File: src/rtl/fetch_stage_pkg.sv
// -----------------------------------------------------------------------------
// fetch_stage_pkg
// Shared definitions for the instruction fetch stage and the control decoder:
//   - fetch FSM state encoding
//   - PC / ROM address / jump-target widths
//   - 5-bit opcode constants (insn[31:27]) understood by the control decoder
// -----------------------------------------------------------------------------
package fetch_stage_pkg;

   localparam int PC_W     = 32;
   localparam int ADDR_W   = 12;
   localparam int TARGET_W = 27;
   localparam int INSN_W   = 32;
   localparam int OP_W     = 5;

   typedef enum logic {
      FILL = 1'b0,
      RUN  = 1'b1
   } fetch_state_t;

   localparam logic [OP_W-1:0] OP_ADD  = 5'b00000;
   localparam logic [OP_W-1:0] OP_ADDI = 5'b00101;
   localparam logic [OP_W-1:0] OP_LW   = 5'b01000;
   localparam logic [OP_W-1:0] OP_SW   = 5'b00111;
   localparam logic [OP_W-1:0] OP_J    = 5'b00001;
   localparam logic [OP_W-1:0] OP_BNE  = 5'b00010;
   localparam logic [OP_W-1:0] OP_JAL  = 5'b00011;
   localparam logic [OP_W-1:0] OP_JR   = 5'b00100;
   localparam logic [OP_W-1:0] OP_BLT  = 5'b00110;
   localparam logic [OP_W-1:0] OP_BEX  = 5'b10110;
   localparam logic [OP_W-1:0] OP_SETX = 5'b10101;

   // Zero-extend a jump/branch target to a full PC.
   function automatic logic [PC_W-1:0] target_to_pc(input logic [TARGET_W-1:0] t);
      return {{(PC_W-TARGET_W){1'b0}}, t};
   endfunction

endpackage

File: src/rtl/fetch_stage_if.sv
// -----------------------------------------------------------------------------
// fetch_stage_if
// Bundle of everything the fetch stage exchanges with the rest of the core:
//   control in : stall, redirect, redirect_target
//   ROM bus    : imem_addr (out), imem_q (in, one cycle after imem_addr)
//   decode out : insn_out, opcode_out, pc_out, pc_plus1, valid_out, fetch_count
// master = fetch stage side, slave = surrounding core / ROM side.
// -----------------------------------------------------------------------------
interface fetch_stage_if;
   import fetch_stage_pkg::*;

   logic                stall;
   logic                redirect;
   logic [TARGET_W-1:0] redirect_target;
   logic [ADDR_W-1:0]   imem_addr;
   logic [INSN_W-1:0]   imem_q;
   logic [INSN_W-1:0]   insn_out;
   logic [OP_W-1:0]     opcode_out;
   logic [PC_W-1:0]     pc_out;
   logic [PC_W-1:0]     pc_plus1;
   logic                valid_out;
   logic [PC_W-1:0]     fetch_count;

   modport master (
      input  stall, redirect, redirect_target, imem_q,
      output imem_addr, insn_out, opcode_out, pc_out, pc_plus1, valid_out, fetch_count
   );

   modport slave (
      output stall, redirect, redirect_target, imem_q,
      input  imem_addr, insn_out, opcode_out, pc_out, pc_plus1, valid_out, fetch_count
   );

endinterface

File: src/rtl/fetch_pc_reg.sv
// -----------------------------------------------------------------------------
// fetch_pc_reg
// PC / state registers and next-PC selection for the fetch stage.
//   clock, reset     : system clock, async active-low reset
//   stall            : decode not accepting; hold the displayed instruction
//   redirect         : load redirect_target as next fetch PC (beats stall)
//   redirect_target  : 27-bit target, zero-extended
//   imem_addr        : ROM address for this cycle
//   pc_d             : PC of the instruction currently on imem_q
//   valid            : high in RUN
//   count_en         : an instruction is accepted by decode this cycle
// pc_f is the next PC to fetch; pc_d trails it by one once RUN is reached.
// -----------------------------------------------------------------------------
module fetch_pc_reg
   import fetch_stage_pkg::*;
(
   input  logic                clock,
   input  logic                reset,
   input  logic                stall,
   input  logic                redirect,
   input  logic [TARGET_W-1:0] redirect_target,
   output logic [ADDR_W-1:0]   imem_addr,
   output logic [PC_W-1:0]     pc_d,
   output logic                valid,
   output logic                count_en
);

   fetch_state_t    state, state_nx;
   logic [PC_W-1:0] pc_f, pc_f_nx, pc_d_nx;

   always_ff @(posedge clock or negedge reset) begin
      if (!reset) begin
         state <= FILL;
         pc_f  <= '0;
         pc_d  <= '0;
      end else begin
         state <= state_nx;
         pc_f  <= pc_f_nx;
         pc_d  <= pc_d_nx;
      end
   end

   always_comb begin
      state_nx  = state;
      pc_f_nx   = pc_f;
      pc_d_nx   = pc_d;
      imem_addr = pc_f[ADDR_W-1:0];
      valid     = 1'b0;
      count_en  = 1'b0;

      case (state)
         FILL: begin
            // stall is ignored: nothing valid is on display yet
            pc_d_nx  = pc_f;
            pc_f_nx  = pc_f + 32'd1;
            state_nx = RUN;
         end
         RUN: begin
            valid = 1'b1;
            if (stall) begin
               // re-read the displayed PC so the ROM output stays put
               imem_addr = pc_d[ADDR_W-1:0];
            end else begin
               pc_d_nx  = pc_f;
               pc_f_nx  = pc_f + 32'd1;
               count_en = 1'b1;
            end
         end
         default: state_nx = FILL;
      endcase

      // Redirect overrides the PC/state update only; this cycle's outputs
      // and the accept count are left as they are, and pc_d keeps its value.
      if (redirect) begin
         pc_f_nx  = target_to_pc(redirect_target);
         pc_d_nx  = pc_d;
         state_nx = FILL;
      end
   end

endmodule

File: src/rtl/fetch_stage.sv
// -----------------------------------------------------------------------------
// fetch_stage
// Instruction fetch for a synchronous-ROM core.
//   clock  : rising-edge system clock
//   reset  : asynchronous active-low reset
//   bus    : fetch_stage_if.master (stall/redirect in, ROM bus, decode outputs)
// The ROM has one cycle of read latency, so imem_q always belongs to pc_d.
// After reset or a redirect one FILL bubble precedes the first valid insn.
// fetch_count counts instructions accepted by decode and saturates.
// -----------------------------------------------------------------------------
module fetch_stage
   import fetch_stage_pkg::*;
(
   input  logic          clock,
   input  logic          reset,
   fetch_stage_if.master bus
);

   logic [PC_W-1:0] pc_d;
   logic            valid;
   logic            count_en;
   logic [PC_W-1:0] fetch_count_q;

   function automatic logic [PC_W-1:0] sat_inc(input logic [PC_W-1:0] v);
      return (v == '1) ? v : v + 32'd1;
   endfunction

   fetch_pc_reg u_pc_reg (
      .clock           (clock),
      .reset           (reset),
      .stall           (bus.stall),
      .redirect        (bus.redirect),
      .redirect_target (bus.redirect_target),
      .imem_addr       (bus.imem_addr),
      .pc_d            (pc_d),
      .valid           (valid),
      .count_en        (count_en)
   );

   always_ff @(posedge clock or negedge reset) begin
      if (!reset) begin
         fetch_count_q <= '0;
      end else if (count_en) begin
         fetch_count_q <= sat_inc(fetch_count_q);
      end
   end

   assign bus.insn_out    = bus.imem_q;
   assign bus.opcode_out  = bus.imem_q[INSN_W-1 -: OP_W];
   assign bus.pc_out      = pc_d;
   assign bus.pc_plus1    = pc_d + 32'd1;
   assign bus.valid_out   = valid;
   assign bus.fetch_count = fetch_count_q;

endmodule
File: src/flat_wrapper.sv
// flat-port wrapper written by rule: the top's interface ports become plain ports
module fetch_stage_flat import fetch_stage_pkg::*;
  (clock, reset, bus_stall, bus_redirect, bus_redirect_target, bus_imem_q, bus_imem_addr, bus_insn_out, bus_opcode_out, bus_pc_out, bus_pc_plus1, bus_valid_out, bus_fetch_count);
  fetch_stage_if bus_i ();
  input  logic clock;
  input  logic reset;
  input wire logic [$bits(bus_i.stall)-1:0] bus_stall;
  input wire logic [$bits(bus_i.redirect)-1:0] bus_redirect;
  input wire logic [$bits(bus_i.redirect_target)-1:0] bus_redirect_target;
  input wire logic [$bits(bus_i.imem_q)-1:0] bus_imem_q;
  output wire logic [$bits(bus_i.imem_addr)-1:0] bus_imem_addr;
  output wire logic [$bits(bus_i.insn_out)-1:0] bus_insn_out;
  output wire logic [$bits(bus_i.opcode_out)-1:0] bus_opcode_out;
  output wire logic [$bits(bus_i.pc_out)-1:0] bus_pc_out;
  output wire logic [$bits(bus_i.pc_plus1)-1:0] bus_pc_plus1;
  output wire logic [$bits(bus_i.valid_out)-1:0] bus_valid_out;
  output wire logic [$bits(bus_i.fetch_count)-1:0] bus_fetch_count;
  assign bus_i.stall = bus_stall;
  assign bus_i.redirect = bus_redirect;
  assign bus_i.redirect_target = bus_redirect_target;
  assign bus_i.imem_q = bus_imem_q;
  assign bus_imem_addr = bus_i.imem_addr;
  assign bus_insn_out = bus_i.insn_out;
  assign bus_opcode_out = bus_i.opcode_out;
  assign bus_pc_out = bus_i.pc_out;
  assign bus_pc_plus1 = bus_i.pc_plus1;
  assign bus_valid_out = bus_i.valid_out;
  assign bus_fetch_count = bus_i.fetch_count;
  fetch_stage u_core (.clock(clock), .reset(reset), .bus(bus_i));
endmodule
File: config.mk
export PLATFORM = sky130hd
export DESIGN_NAME = fetch_stage_flat
export DESIGN_NICKNAME = d
export VERILOG_FILES = /design/src/rtl/fetch_stage_pkg.sv /design/src/rtl/fetch_stage_if.sv /design/src/rtl/fetch_pc_reg.sv /design/src/rtl/fetch_stage.sv /design/src/flat_wrapper.sv
export SDC_FILE = /design/constraint.sdc
export NUM_CORES = 1
export LEC_CHECK = 0
export ABC_AREA = 0
export CAP_MARGIN = 30
export CORE_ASPECT_RATIO = 2
export CORE_MARGIN = 3
export CORE_UTILIZATION = 49
export CTS_CLUSTER_SIZE = 12
export DETAILED_ROUTE_END_ITERATION = 10
export PLACE_DENSITY = 0.95
export SLEW_MARGIN = 20
export SYNTH_ARGS = -nofsm -noshare
export SYNTH_HDL_FRONTEND = slang
export SYNTH_SLANG_ARGS = --single-unit
File: constraint.sdc
create_clock -name clock -period 5 [get_ports clock]
set_input_delay 0.5 -clock clock [delete_from_list [all_inputs] [get_ports clock]]
set_output_delay 0.5 -clock clock [all_outputs]
set_load 0.005 [all_outputs]
==> summary.txt, run 1 <==
Outcome
  • Status: completed

Cells and area
  • N_diodes: 0
  • Final net count: ~740
  • Final instance area: slightly above 7000 um2
  • Finished Core Util: 0.647
  • Layout Area Growth over Synthesis: 27.1%
  • Fill count: ~840
  • Final Non-Filler Cells: around 820
  • Share of cells above drive strength 1: 0.117

Setup path
  • CP Data Arrival Time: ~2.9 ns
  • WP data required: 4.50 ns
  • Critical path launch point: u_core.u_pc_reg.pc_d[2]
  • Startpoint types: register
  • RR Startpoint: u_core.u_pc_reg.state
  • CP Max Fanout: 7
  • Worst path cell trace: and3_1, nand4_1, nor3_1, nand3_1, xnor2_1, clkdlybuf4s50_1
  • Slowest stage delay, CP: 0.67 ns
  • Critical path's slowest cell: nor3_1
  • Crit Path Category: register to output port
  • Crit. End Element: output port

Synth
  • Synth Flop Type: dfrtp_1
  • Synth async-reset ratio: 1.00
  • EDFF count, synth: 0
  • Synth top cells by count: 97 x dfrtp_1, 92 x nand2_1, 52 x xnor2_1, 40 x nand3_1, 39 x buf_4
  • Dominant cells by area after synthesis: dfrtp_1 43%, xnor2_1 8.1%, mux2_2 7.2%
  • Mapped Nets: 640
  • Avg Synthesized Cell Area: approximately 9.8 um2
  • Post-synthesis cell type count: 48
  • Top cell type by total area after synthesis: dfrtp_1
  • Synth Register Bits: 97
  • Count leader, synth: dfrtp_1
  • Post-synthesis sequential area ratio: 0.431
  • Synth Cell Area: around 5600 um2
  • Yosys warnings: 0
  • Cells after synthesis: around 570
  • Yosys top cell area share: 0.431

Clock network
  • Clock root buffer: clkbuf_16
  • Post_cts resized: 0
  • Hold-fix buffers, CTS: 0
  • Clk slew on worst S/H paths: about 0.06 ns
  • Clk_lat worst skew: 0.34 ns
  • Clock sink total: 97
  • Max clock buf depth: 2
  • CTS tree: built
  • Post-CTS Setup Bufs: 0
  • H-tree depth: 3
  • Total CTS buffers: 9

Timing
  • Final setup violating endpoints: 0
  • Crit share post-route: 0.684
  • Worst Clk Skew: 0.00605 ns
  • RSZ-0062 raised after global routing: false
  • Final hold viol count: 0
  • FMAX: just under 300 MHz
  • Rel. slew slack: 0.497
  • Setup TNS: 0 ns
  • Pins over their slew limit: 0
  • Worst slew pin tran: approximately 0.75 ns
  • Min Tclk post-route: roughly 3.4 ns

Placement
  • Post-DP Area: 6850 um2
  • Port bufs: roughly 140
  • GPL Wtd Cong: a little over 0.9
  • Hpwl dp: between 10000 and 15000 um
  • Placed Cells: 800

Drt
  • Residual DRC: 0
  • Drt wl/cell: between 15 and 20 um
  • Routed WL: around 16000 um
  • Vias: 4759
  • Final ANT Viol Nets: 0
  • DR iter-0 viols: around 250
  • DR pass1 iterations: 4
  • Detailed-route vias per instance: ~5.8

Floorplanning
  • Core area: around 11000 um2
  • Initial Util: 0.509
  • IO Pins: roughly 210
  • Total die area: 12900 um2
  • Num rows: 54
  • Die W: 81.8 um
  • Die height: 158 um

Hold path
  • Hold Path Class: primary input to asynchronous set/reset pin

Power
  • Pwr/cell area: 314 nW/um2
  • Tot Pwr: around 2.3 mW
  • Peak VDD IR: just over 0.2 mV
  • Leak: between 2 and 3 nW

Global routing
  • Initial antenna violation count: 0
  • Largest net degree at the start of global routing: 58
  • Met2 Use GR: 0.452
  • Grt met1 use: 0.260
  • GR Util met3: 0.0347
  • Vias in the first global route: a little under 5000
  • First-pass GRT wire length: about 25000 um
  • Grt peak-use layer: met2
  • Congestion Overflow GR: 0
  • Total Routing Usage GR: 0.254

Flow run
  • Number of max-cap violations: 0
[per-layer routing]
layer  vias to the layer above  routed length [um]  part of all wire
met5                         -                   0                 0
met2                       198                8650              0.55
met4                         0                 966             0.062
li1                       2161                   -                 -
met3                        80                 828             0.053
met1                      2320                5260              0.33
[flip-flops by register name (all words and copies together), names as in the netlist]
register and cells:
u_core.bus.fetch_count 32, u_core.u_pc_reg.pc_d 32, u_core.u_pc_reg.pc_f 32, u_core.u_pc_reg.state 1
[final timing paths]
path / end / slack (ns) / depth (start not counted)
max: bus_pc_plus1[29] / 1.58 / 6
min: u_core.bus.fetch_count[30] / 0.15 / 1
max reg2reg: u_core.u_pc_reg.pc_f[31] / 2.67 / 5
min reg2reg: u_core.bus.fetch_count[31] / 0.52 / 1
max in group asynchronous: u_core.bus.fetch_count[4] / 3.77 / 2
min in group clock: u_core.bus.fetch_count[31] / 0.52 / 1
[area by class of cell]
cell class	count	area (um2)	share of cell area
multi-input cells	415	2820	0.393
flip-flops and latches	97	2430	0.339
repair buffers	142	1410	0.197
clock buffers	10	239	0.0334
well taps	140	175	0.0244
clock inverters	6	75.1	0.0105
inverters	6	22.5	0.00314
[report_power, final]
part           internal, mW  leakage (nW)  total, mW  switching, mW
registers             0.867          1.24       1.01          0.147
clock network         0.409         0.156      0.714          0.305
logic                 0.327          1.59      0.524          0.197
total                  1.60          2.99       2.25          0.649
[placed cells by master (no fill, tap or decap), drive strengths merged, types with 2 or more instances in the layout]
cell           count
nand2             92
clkinv             3
clkbuf            10
and4bb             2
or3                2
xnor2             52
dfrtp             97
a31oi              2
a21oi              5
inv                8
nand2b             3
xor2              33
mux2              36
buf                4
and2               9
and3              20
nor2b              3
ha                 3
nand3             41
nand4             31
and4               5
nor4               8
nor2              18
nor3              12
o21ai             29
clkdlybuf4s50    138
[metrics by stage]
stage	hold WS [ns]	setup slack, ns
finish	0.152	1.58
global route	0.194	1.40
CTS	0.168	1.58
detailed placement	0.504	1.95
global placement	0.490	2.10
floorplan	0.204	2.94
[logic make-up after synthesis]
| family | share of synthesized area |
|---|---|
| buffers and inverters | 0.0704 |
| muxes | 0.0737 |
| and+or+nand+nor | 0.246 |
| DFF | 0.431 |
| xor gates and xnor gates | 0.132 |
| adders and majority gates | 0.00666 |
| AOI/OAI and AO/OA | 0.0406 |
[critical path, delay by kind of cell (launching register included)]
kind	cells	cell delay, ns
buffers and inverters	1	0.52
DFF	1	0.45
and+or+nand+nor	4	1.42
xor gates and xnor gates	1	0.17
Note: power is estimated with default switching activity, not from simulation.
==> run 2, diff against run 1 <==
CORE_UTILIZATION = 45   (was 49)
PLACE_DENSITY = 0.89   (was 0.95)
clock period = 3.3 ns   (was 5 ns; I/O delays follow)
==> run 2 against run 1 <==
Compared with the run above: utilization decreased by 5.8 points; register-to-register slack worse by 1.8 ns; wire length barely moved; sequential power is 50% higher; sequential share of layout area down 0.053 points; setup slack worse by 1.3 ns; highest routed layer unchanged; critical path depth down 1; largest cell class unchanged; hold slack better by 0.36 ns; via count hardly changed; total power grew 50%; non-clock buffer count is 2 higher.
==> summary.txt, run 2 (synthesized netlist as in run 1, its figures left out) <==
Outcome
  • Status: completed (unchanged)

Clock network
  • Hold-fix buffers, CTS: 1 (was 0)
  • Post-CTS Setup Bufs: 0 (unchanged)
  • H-tree depth: 3 (unchanged)
  • Clk_lat worst skew: 0.34 ns (about the same)
  • Max clock buf depth: 2 (unchanged)
  • Clock root buffer: clkbuf_16 (unchanged)
  • Total CTS buffers: 9 (unchanged)
  • Post_cts resized: 0 (unchanged)
  • Clock sink total: 97 (unchanged)
  • Clk slew on worst S/H paths: 0.07 ns (was 0.06 ns)
  • CTS tree: built (unchanged)

Cells and area
  • Final Non-Filler Cells: 824 (was 816)
  • N_diodes: 0 (unchanged)
  • Layout Area Growth over Synthesis: 27.3% (was 27.1%)
  • Footprint of the multi-input gates: 2820 um2 (unchanged)
  • Fill count: 1012 (was 837)
  • Most common cell after layout, fill and taps aside: clkdlybuf4s50_1 (unchanged)
  • Register cell area after layout: 2430 um2 (unchanged)
  • Finished Core Util: 0.588 (was 0.647)
  • Final net count: 739 (was 737)
  • Most frequent cells in the layout: 137 x clkdlybuf4s50_1, 97 x dfrtp_1, 92 x nand2_1, 52 x xnor2_1, 40 x nand3_1 (was 138 x clkdlybuf4s50_1, 97 x dfrtp_1, 92 x nand2_1, 52 x xnor2_1, 40 x nand3_1)
  • Share of cells above drive strength 1: 0.117 (about the same)

Power
  • Peak VDD IR: 0.290 mV (was 0.205 mV)
  • NetSw: 0.974 mW (was 0.649 mW)
  • Logic pwr share: 0.240 (was 0.233)
  • Net Sw Frac: 0.289 (was 0.288)
  • Sequential power share: 0.451 (was 0.450)
  • Pwr/cell area: 470 nW/um2 (was 314 nW/um2)
  • Leak: 2.98 nW (was 2.99 nW)
  • Clock power share: 0.309 (was 0.317)
  • Internal cell power: 2.40 mW (was 1.60 mW)

Placement
  • Hpwl dp: 12000 um (was 12100 um)
  • GPL Wtd Cong: 0.877 (was 0.931)
  • Setup WS pre-CTS: 0.621 ns (was 1.95 ns)
  • Placed Cells: 808 (was 800)
  • Port bufs: 139 (unchanged)

Floorplanning
  • Die W: 85.1 um (was 81.8 um)
  • Initial Util: 0.462 (was 0.509)
  • Core area: 12200 um2 (was 11100 um2)
  • Num rows: 57 (was 54)
  • Total die area: 14000 um2 (was 12900 um2)
  • Die height: 164 um (was 158 um)
  • IO Pins: 209 (unchanged)

Global routing
  • Total Routing Usage GR: 0.226 (was 0.254)
  • Largest net degree at the start of global routing: 58 (unchanged)
  • First-pass GRT wire length: 24700 um (was 25000 um)
  • Vias in the first global route: 4895 (was 4944)
  • Initial antenna violation count: 0 (unchanged)
  • Congestion Overflow GR: 0 (unchanged)

Timing
  • Worst Clk Skew: 0.0115 ns (was 0.00605 ns)
  • FMAX: between 300 and 400 MHz
  • Final worst slack: 0.273 ns (was 1.58 ns)
  • Setup TNS: 0 ns (unchanged)
  • Rel. slew slack: 0.406 (was 0.497)
  • RSZ-0062 raised after global routing: false (unchanged)
  • Worst slew pin tran: 0.891 ns (was 0.753 ns)
  • Min Tclk post-route: between 3 and 4 ns
  • Worst Hold Slack: 0.510 ns (was 0.152 ns)
  • Final hold viol count: 0 (unchanged)
  • Pins over their slew limit: 0 (unchanged)
  • Crit share post-route: 0.917
  • Final setup violating endpoints: 0 (unchanged)

Drt
  • DR pass1 iterations: 5 (was 4)
  • Vias: 4762 (was 4759)
  • DR iter-0 viols: 187 (was 246)
  • Final ANT Viol Nets: 0 (unchanged)
  • Routed WL: 15700 um (about the same)
  • Residual DRC: 0 (unchanged)
  • Detailed-route vias per instance: 5.78 (was 5.83)
  • Drt wl/cell: 19.0 um (was 19.2 um)

Setup path
  • Crit. End Element: output port (unchanged)
  • WP data required: 2.97 ns (was 4.50 ns)
  • Crit Path Category: register to output port (unchanged)
  • Startpoint types: register (unchanged)
  • CP Data Arrival Time: 2.70 ns (was 2.92 ns)
  • CP Max Fanout: 7 (unchanged)

Flow run
  • Number of max-cap violations: 0 (unchanged)

Hold path
  • Hold Path Class: register to register (was primary input to asynchronous set/reset pin)
[run 2: cell count changes in the layout (fill, tap and decap cells not counted), sizes merged]
cell | before | now
dlygate4sd3 | 0 | 1
clkinv | 3 | 0
clkinvlp | 0 | 2
clkdlybuf4s50 | 138 | 137
buf | 4 | 6
[run 2: area by class of cell]
class | instances | area share
multi-input cells | 415 | 0.392
flip-flops and latches | 97 | 0.338
repair buffers | 144 | 0.200
clock inverters | 5 | 0.00872
clock buffers | 10 | 0.0319
inverters | 6 | 0.00314
well taps | 147 | 0.0256
[run 2: power by group through the flow]
stage	sequential (mW)	clock (mW)	combinational (mW)
6_report	1.52	1.04	0.810
5_1_grt	1.55	1.10	0.870
4_1_cts	1.52	1.06	0.822
3_5_place_dp	1.54	0	0.814
3_3_place_gp	1.52	0	0.798
2_1_floorplan	1.50	0	0.339
[run 2: through the flow]
step                total power [mW]  area [um2]
floorplan                       1.84        5640
global placement                2.32        6880
detailed placement              2.35        6880
CTS                             3.40        7180
global route                    3.52        7180
finish                          3.38        7180
[run 2: path summary, 6_finish.rpt]
check | cells after the start | end | start | slack [ns]
hold / removal | 1 | u_core.bus.fetch_count[31] | u_core.bus.fetch_count[31] | 0.51
hold reg to reg | 1 | u_core.bus.fetch_count[31] | u_core.bus.fetch_count[31] | 0.51
setup reg to reg | 5 | u_core.u_pc_reg.pc_f[31] | u_core.u_pc_reg.state | 0.92
max in group asynchronous | 3 | u_core.u_pc_reg.pc_f[20] | reset | 2.08
setup / recovery | 5 | bus_pc_plus1[23] | u_core.u_pc_reg.pc_d[2] | 0.27
min in group asynchronous | 2 | u_core.bus.fetch_count[27] | reset | 0.52
[run 2: worst max-delay path: stages, from the launching register on]
cell             delay, ns
dfrtp_1               0.45
and3_1                0.25
nand4_1               0.29
nor4_1                0.64
xor2_1                0.20
clkdlybuf4s50_1       0.52
[run 2: per-layer routing]
layer  track usage  up-vias  share of wire
li1              -     2144              -
met1         0.229     2310           0.33
met2         0.415      222           0.55
met3        0.0296       86          0.060
met4         0.161        0          0.065
met5             0        -              0
==> run 3, diff against run 2 <==
CTS_BUF_LIST = sky130_fd_sc_hd__clkbuf_8 sky130_fd_sc_hd__clkbuf_16   (was unset)
==> run 3 against run 2 <==
Compared with the run above: via count fell by 0.21%; clock skew hardly changed; clock power about the same; fmax barely moved.
==> summary.txt, run 3 (synthesized netlist as in run 1, its figures left out) <==
Placement
  • Hpwl dp: 12000 um (unchanged)
  • Post-DP Area: 6880 um2 (unchanged)
  • Placed Cells: 808 (unchanged)
  • Port bufs: 139 (unchanged)
  • Setup WS pre-CTS: 0.621 ns (unchanged)
  • GPL Wtd Cong: 0.877 (unchanged)

Timing
  • Min Tclk post-route: 3.02 ns (was 3.03 ns)
  • Crit share post-route: 0.916 (was 0.917)
  • Setup TNS: 0 ns (unchanged)
  • Final worst slack: 0.276 ns (was 0.273 ns)
  • Pins over their slew limit: 0 (unchanged)
  • RSZ-0062 raised after global routing: false (unchanged)
  • FMAX: 331 MHz (was 330 MHz)
  • Final hold viol count: 0 (unchanged)
  • Final setup violating endpoints: 0 (unchanged)
  • Worst slew pin tran: 0.893 ns (was 0.891 ns)
  • Worst Clk Skew: 0.0112 ns (was 0.0115 ns)
  • Rel. slew slack: 0.405 (was 0.406)
  • Worst Hold Slack: 0.510 ns (about the same)

Flow run
  • Number of max-cap violations: 0 (unchanged)

Cells and area
  • N_diodes: 0 (unchanged)
  • Most frequent cells in the layout: 137 x clkdlybuf4s50_1, 97 x dfrtp_1, 92 x nand2_1, 52 x xnor2_1, 40 x nand3_1 (unchanged)
  • Final instance area: 7180 um2 (unchanged)
  • Layout Area Growth over Synthesis: 27.3% (unchanged)
  • Final net count: 739 (unchanged)
  • Finished Core Util: 0.588 (unchanged)
  • Most common cell after layout, fill and taps aside: clkdlybuf4s50_1 (unchanged)
  • Share of cells above drive strength 1: 0.117 (unchanged)
  • Final Non-Filler Cells: 824 (unchanged)

Floorplanning
  • IO Pins: 209 (unchanged)
  • Num rows: 57 (unchanged)
  • Core area: 12200 um2 (unchanged)
  • Initial Util: 0.462 (unchanged)
  • Total die area: 14000 um2 (unchanged)
  • Die W: 85.1 um (unchanged)
  • Die height: 164 um (unchanged)

Clock network
  • Clock sink total: 97 (unchanged)
  • CTS tree: built (unchanged)
  • H-tree depth: 3 (unchanged)
  • Total CTS buffers: 9 (unchanged)
  • Clk slew on worst S/H paths: 0.07 ns (about the same)
  • Clock root buffer: clkbuf_16 (unchanged)
  • Clk_lat worst skew: 0.34 ns (about the same)
  • Max clock buf depth: 2 (unchanged)

Setup path
  • R2r setup slk: 0.92 ns (about the same)
  • WP data required: 2.97 ns (about the same)
  • Reg2reg path depth: 5 (unchanged)
  • RR Endpoint: u_core.u_pc_reg.pc_f[31] (unchanged)
  • Startpoint types: register (unchanged)
  • Worst setup path endpoint: bus_pc_plus1[23] (unchanged)
  • RR Startpoint: u_core.u_pc_reg.state (unchanged)
  • Critical path launch point: u_core.u_pc_reg.pc_d[2] (unchanged)
  • Crit. End Element: output port (unchanged)
  • Crit Path Category: register to output port (unchanged)
  • CP Data Arrival Time: 2.69 ns (was 2.70 ns)
  • CP Max Fanout: 7 (unchanged)

Outcome
  • Status: completed (unchanged)

Global routing
  • Initial antenna violation count: 0 (unchanged)
  • Largest net degree at the start of global routing: 58 (unchanged)
  • Vias in the first global route: 4897 (was 4895)
  • Congestion Overflow GR: 0 (unchanged)
  • First-pass GRT wire length: 24700 um (unchanged)
  • Total Routing Usage GR: 0.226 (unchanged)

Power
  • Leak: 2.99 nW (was 2.98 nW)
  • Pwr/cell area: 470 nW/um2 (about the same)
  • Peak VDD IR: 0.291 mV (was 0.290 mV)
  • Tot Pwr: 3.37 mW (was 3.38 mW)

Drt
  • DR iter-0 viols: 191 (was 187)
  • Drt wl/cell: 19.0 um (about the same)
  • Vias: 4752 (was 4762)
  • Detailed-route vias per instance: 5.77 (was 5.78)
  • DR pass1 iterations: 5 (unchanged)
  • Final ANT Viol Nets: 0 (unchanged)
  • Routed WL: 15700 um (about the same)
  • Residual DRC: 0 (unchanged)

Hold path
  • Hold Path Class: register to register (unchanged)
[run 3: cell type report]
cell class	count	area [um2]
clock buffers	9	225
clock inverters	6	66.3
fillers	1012	5020
inverters	6	22.5
multi-input cells	415	2820
flip-flops and latches	97	2430
well taps	147	184
repair buffers	144	1440
[run 3: metal layers]
metal | up-vias | track usage | wire length [um]
li1 | 2143 | - | -
met1 | 2290 | 0.229 | 5150
met2 | 228 | 0.415 | 8540
met3 | 91 | 0.0296 | 948
met4 | 0 | 0.161 | 1040
met5 | - | 0 | 0
[run 3: how the worst min path moves through the flow]
stage                                             to                  startpoint  cells after the start  slack, ns
after CTS                 u_core.bus.fetch_count[31]  u_core.bus.fetch_count[31]                      1       0.51
after detailed placement  u_core.bus.fetch_count[24]                       reset                      1       0.36
after global routing        u_core.u_pc_reg.pc_f[15]     bus_redirect_target[15]                      3       0.53
after floorplan            u_core.bus.fetch_count[0]                       reset                      0       0.03
final                     u_core.bus.fetch_count[31]  u_core.bus.fetch_count[31]                      1       0.51
after global placement    u_core.bus.fetch_count[26]                       reset                      1       0.34
[run 3: critical path, stage by stage (launching register included)]
cell and delay, ns:
dfrtp_1 0.45, and3_1 0.25, nand4_1 0.29, nor4_1 0.64, xor2_1 0.20, clkdlybuf4s50_1 0.52
[run 3: where the power goes]
| group | leakage (nW) | internal, mW | switching, mW |
|---|---|---|---|
| registers | 1.24 | 1.31 | 0.210 |
| logic | 1.60 | 0.499 | 0.310 |
| clock network | 0.140 | 0.586 | 0.454 |
| total | 2.99 | 2.40 | 0.974 |
[run 3: timing repair]
| item | 4_1_cts | 5_1_grt |
|---|---|---|
| gates resized for setup | 0 | 0 |
| hold endpoints to repair | 12 | 0 |
| setup endpoints to repair | 0 | 0 |
| setup buffers | 0 | 0 |
| hold buffers | 1 | 0 |
